## src/rtl/lbm_cell_reader.sv

```systemverilog
// lbm_cell_reader: scans all lattice cells, reduces the nine RAM populations to rho/jx/jy per cell.
// Optional macro LBM_READER_BARRIER_MASK_EN zeroes the sums of solid cells.
module lbm_cell_reader #(
   parameter int DATA_WIDTH    = 16,
   parameter int WIDTH         = 8,
   parameter int DEPTH         = 64,
   parameter int ADDRESS_WIDTH = 6
) (
   input  logic                          i_clk,
   input  logic                          i_rst_n,
   input  logic                          i_start,
   input  logic [DEPTH-1:0]              i_barriers,
   output logic [ADDRESS_WIDTH-1:0]      o_rd_address,
   input  logic [9*DATA_WIDTH-1:0]       i_f_data,
   output logic                          o_busy,
   output logic                          o_done,
   output logic                          o_out_valid,
   input  logic                          i_out_ready,
   output logic [ADDRESS_WIDTH-1:0]      o_out_index,
   output logic [DATA_WIDTH+3:0]         o_out_rho,
   output logic signed [DATA_WIDTH+2:0]  o_out_jx,
   output logic signed [DATA_WIDTH+2:0]  o_out_jy
);
   typedef enum logic [2:0] {IDLE, READ, CAPTURE, OUTPUT, DONE} state_t;
   state_t                     r_state, w_state_next;
   logic [ADDRESS_WIDTH-1:0]   r_index;
   logic [DATA_WIDTH-1:0]      w_f [9];
   logic [DATA_WIDTH+3:0]      w_rho;
   logic [DATA_WIDTH+2:0]      w_px, w_nx, w_py, w_ny;
   logic                       w_last, w_xfer, w_mask, w_unused;

   // f_data order: C0,N,NE,E,SE,S,SW,W,NW from the LSBs up
   for (genvar g = 0; g < 9; g++) begin : g_unpack
      assign w_f[g] = i_f_data[g*DATA_WIDTH +: DATA_WIDTH];
   end

   always_comb begin
      w_rho = '0;
      for (int i = 0; i < 9; i++) w_rho += (DATA_WIDTH+4)'(w_f[i]);
   end

   assign w_px = (DATA_WIDTH+3)'(w_f[3]) + (DATA_WIDTH+3)'(w_f[2]) + (DATA_WIDTH+3)'(w_f[4]);
   assign w_nx = (DATA_WIDTH+3)'(w_f[7]) + (DATA_WIDTH+3)'(w_f[8]) + (DATA_WIDTH+3)'(w_f[6]);
   assign w_py = (DATA_WIDTH+3)'(w_f[1]) + (DATA_WIDTH+3)'(w_f[2]) + (DATA_WIDTH+3)'(w_f[8]);
   assign w_ny = (DATA_WIDTH+3)'(w_f[5]) + (DATA_WIDTH+3)'(w_f[4]) + (DATA_WIDTH+3)'(w_f[6]);

`ifdef LBM_READER_BARRIER_MASK_EN
   assign w_mask   = i_barriers[r_index];
   assign w_unused = (WIDTH == 0);
`else
   assign w_mask   = 1'b0;
   assign w_unused = ^i_barriers ^ (WIDTH == 0);
`endif

   assign w_last      = (r_index == ADDRESS_WIDTH'(DEPTH-1));
   assign w_xfer      = (r_state == OUTPUT) && i_out_ready;
   assign o_busy      = (r_state != IDLE);
   assign o_done      = (r_state == DONE);
   assign o_out_valid = (r_state == OUTPUT);

   always_comb begin
      w_state_next = r_state;
      case (r_state)
         IDLE:    if (i_start) w_state_next = READ;
         READ:    w_state_next = CAPTURE;
         CAPTURE: w_state_next = OUTPUT;
         OUTPUT:  if (i_out_ready) w_state_next = w_last ? DONE : READ;
         default: w_state_next = IDLE;
      endcase
   end

   always_ff @(posedge i_clk or negedge i_rst_n) begin
      if (!i_rst_n) begin
         r_state      <= IDLE;
         r_index      <= '0;
         o_rd_address <= '0;
         o_out_index  <= '0;
         o_out_rho    <= '0;
         o_out_jx     <= '0;
         o_out_jy     <= '0;
      end else begin
         r_state <= w_state_next;
         if (r_state == IDLE) begin
            r_index <= '0;
            if (i_start) o_rd_address <= '0;
         end
         // address only moves when the next READ is entered
         if (w_xfer && !w_last) begin
            r_index      <= r_index + 1'b1;
            o_rd_address <= r_index + 1'b1;
         end
         if (r_state == CAPTURE) begin
            o_out_index <= r_index;
            o_out_rho   <= w_mask ? '0 : w_rho;
            o_out_jx    <= w_mask ? '0 : signed'(w_px - w_nx);
            o_out_jy    <= w_mask ? '0 : signed'(w_py - w_ny);
         end
      end
   end
endmodule

```

## config.mk

```make
export PLATFORM = sky130hd
export DESIGN_NAME = lbm_cell_reader
export DESIGN_NICKNAME = d
export VERILOG_FILES = /design/src/rtl/lbm_cell_reader.sv
export SDC_FILE = /design/constraint.sdc
export NUM_CORES = 1
export LEC_CHECK = 0
export BUFFER_PORTS_ARGS = -buffer_cell sky130_fd_sc_hd__buf_2
export CAP_MARGIN = 10
export CORE_UTILIZATION = 37
export DETAILED_ROUTE_END_ITERATION = 7
export PLACE_DENSITY = 0.71
export SLEW_MARGIN = 30
export SYNTH_ARGS = -nofsm -noshare
export SYNTH_HDL_FRONTEND = slang
export SYNTH_SLANG_ARGS = --single-unit
export TNS_END_PERCENT = 100
```

## constraint.sdc

```tcl
create_clock -name i_clk -period 2.1 [get_ports i_clk]
set_input_delay 0.315 -clock i_clk [delete_from_list [all_inputs] [get_ports i_clk]]
set_output_delay 0.315 -clock i_clk [all_outputs]
set_load 0.01 [all_outputs]
```

==> flow_summary.toml <==
[cts]
cts_root_buffer = "clkbuf_16"
cts.htree.levels = 3
clk_latency_ns = 0.34
clk_pin_slew_ns = 0.07
cts.path.max_buffers = 2
clock_sinks = 79
cts_tree = "done"
numCtsBuffers = 9

[routing]
detail_route.vias_per_cell = 4.64
drc_errors = 0
antenna_left = 0
vias = 9962
drt_iter0_drc = 308
post_drt_wl_per_cell_um = 15.4
drt-total-wl_um = 33100
first_pass_iters = 5

[layout]
drive_above_1_share_pct = 40.8
final_core_util_pct = 54.9
diodes = 0
syn2layout_area_growth_pct = 44.8
design_area_um2 = 17000
nNetsFinal = 2256
final_cells = 2147

[power_and_ir_drop]
power_w = 0.0301
max-vdd-ir-drop_uv = 1120
p_leak_nw = 8.99
power.density_nw_per_um2 = 1770

[sta]
finClkSkew_ns = 0.00664
timing.hold.ws_ns = 0.210
clock.fmax_mhz = 253
setup_violations = 55
slew_headroom_pct = 64.8
finalWorstPathRequiredPeriod_ns = 3.95
hold_violations = 0
drv_slew = 0
worstMarginPinSlew_ns = 0.528
fin_crit_sh_pct = 188
worst_slack_ns = -1.85
rsz0062_at_grt = "yes"

[floorplanning]
initial_core_util_pct = 37.9
die_area_um2 = 32400
ios = 285
fp.dieW_um = 180
coreArea_um2 = 30900
die_h_um = 180
rows = 64

[global_route]
grt_pass1_wl_um = 54600
grt_max_degree = 41
grt_overflow = 0
grtUsageTotal_pct = 21.2
grt_pass1_vias = 11100
antenna_found_initial = 0

[setup_path]
critical_path_class = "primary input to register"
crit_family = "adder cells"
slowest_stage = "fa_1"
end_kind = "register"
crit_top_cell = "fa_1"
cp_cell_sequence = "buf_12 > inv_12 > fa_1 > inv_1 > fa_1 > inv_2 > fa_1 > fa_1 > inv_2 > ha_4 > inv_2 > fa_2 > nor2b_4 > o31ai_4 > a31oi_4 > a21boi_2 > or4_1 > nand3_1"
slowest_delay_ns = 0.56
required_ns = 2.38
start_kind = "primary input"
worstPathMaxFanout = 4
arrival_ns = 4.22
cp_num_cells = 18
cp_num_buf_inv = 6
r2r_cells = 7

[synthesis]
yosysTopAreaCell = "fa_1"
synth-seq-cells = 79
avgSynthCellArea_um2 = 9.44
yosys_warnings = 0
ys_async_sr_fraction_pct = 100
synth.distinct_cells = 69
synth_top_area_share_pct = 40.6
ys.flop_type = "dfrtp_1"
synth_edf_count = 0
syn_area_um2 = 11700
syn_nets = 1752
ys_seq_area_share_pct = 16.9
synthCells = 1242
synthTopCellsByCount = "391 x inv_1, 238 x fa_1, 114 x nand2_1"
synth_most_common_cell = "inv_1"
synth_area_leaders = "fa_1 41%, dfrtp_1 17%, inv_1 13%"

[placed_design]
dpl.hpwl_um = 28300
dpl.cell_count = 2103
gp_congestion = 0.941
io_buffer_count = 220
placed_area_um2 = 15700

[hold_path]
whs_path_depth = 2
hold_path.class = "primary input to register"

[status]
failed_checks = "negative setup slack"
run_status = "finished, violations left"

[run]
max-cap-violations = 0
[flip-flops by register name, summed over array words and instances, names as in the netlist]
signal,count
o_rd_address,6
o_out_index,6
o_out_rho,20
r_state,3
r_index,6
o_out_jy,19
o_out_jx,19
[worst reg2reg max path, delay by kind of cell, from the launching register on]
kind / cells / cell delay [ns]
AND/OR/NAND/NOR: 4 / 0.79
flip-flops: 1 / 0.43
adder cells (fa/ha/maj): 1 / 0.24
AO/OA/AOI/OAI: 2 / 0.31
[repair_timing]
item	in CTS	in global routing
endpoints found under the setup margin	55	56
pin swaps	107	81
hold buffers	1	0
hold endpoints to repair	33	0
buffers inserted	20	11
gates resized for setup	128	78
[path summary, 6_finish.rpt]
check	start	end	slack (ns)
min reg2reg	o_out_index[5]	o_out_index[5]	0.47
max in group asynchronous	i_rst_n	o_out_jx[16]	0.97
min	i_out_ready	r_state[1]	0.21
max reg2reg	r_index[0]	r_index[5]	0.20
max	i_f_data[130]	o_out_rho[16]	-1.85
min in group asynchronous	i_rst_n	o_out_index[2]	0.48
[report_power, final]
group	switching (W)	internal, W	leakage, nW
Sequential	0.000458	0.00222	0.989
Combinational	0.0128	0.0129	7.84
Clock	0.000715	0.00106	0.158
[layout by cell type (no fill, tap or decap), drive strengths merged, types with 3 or more instances in the layout]
cell type  count
o211ai         9
clkinvlp       3
xnor2         23
o31ai          4
inv          392
a211oi        10
nand4          8
nor2          16
clkbuf         9
buf          520
a31oi         10
o31a           3
and3           5
a2111oi        4
a21boi         3
nand3         13
nand2        114
nor2b          6
o21ai         81
and2           6
a21oi         36
o21bai         7
nor3           5
xor2          17
dfrtp         79
nand2b         8
o21a           6
ha            60
a21o          19
fa           238
[per-stage QoR]
stage               TNS (ns)  setup WS, ns
CTS                   -64.53         -1.81
floorplan             -63.00         -1.85
detailed placement    -89.00         -2.25
finish                -68.91         -1.85
global route          -73.26         -1.95
global placement      -87.31         -2.19
[layout make-up]
| cell class | instances | area, um^2 |
|---|---|---|
| Clock buffer | 9 | 225 |
| Clock inverter | 7 | 101 |
| Fill cell | 2672 | 13900 |
| Inverter | 391 | 1500 |
| Multi-Input combinational cell | 744 | 9020 |
| Sequential cell | 79 | 1980 |
| Tap cell | 396 | 495 |
| Timing Repair Buffer | 521 | 3670 |
[cell families (layout without fill, tap and decap cells)]
group | Yosys count | count (layout) | share of synthesized area (%)
XOR/XNOR | 40 | 40 | 2.99
multiplexers | 3 | 3 | 0.267
buffers and inverters | 419 | 928 | 13.6
AO/OA/AOI/OAI | 213 | 213 | 12.0
flip-flops | 79 | 79 | 16.9
AND/OR/NAND/NOR | 190 | 190 | 7.33
adder cells (fa/ha/maj) | 298 | 298 | 47.0
[layer usage]
layer / part of all wire, % / wire, um / global-route usage (%)
met1: 42 / 13800 / 26.3
met2: 52 / 17200 / 38.7
met3: 3.6 / 1210 / 2.06
met4: 2.8 / 919 / 6.91
met5: 0 / 0 / 0
Note: power is estimated with default switching activity, not from simulation.
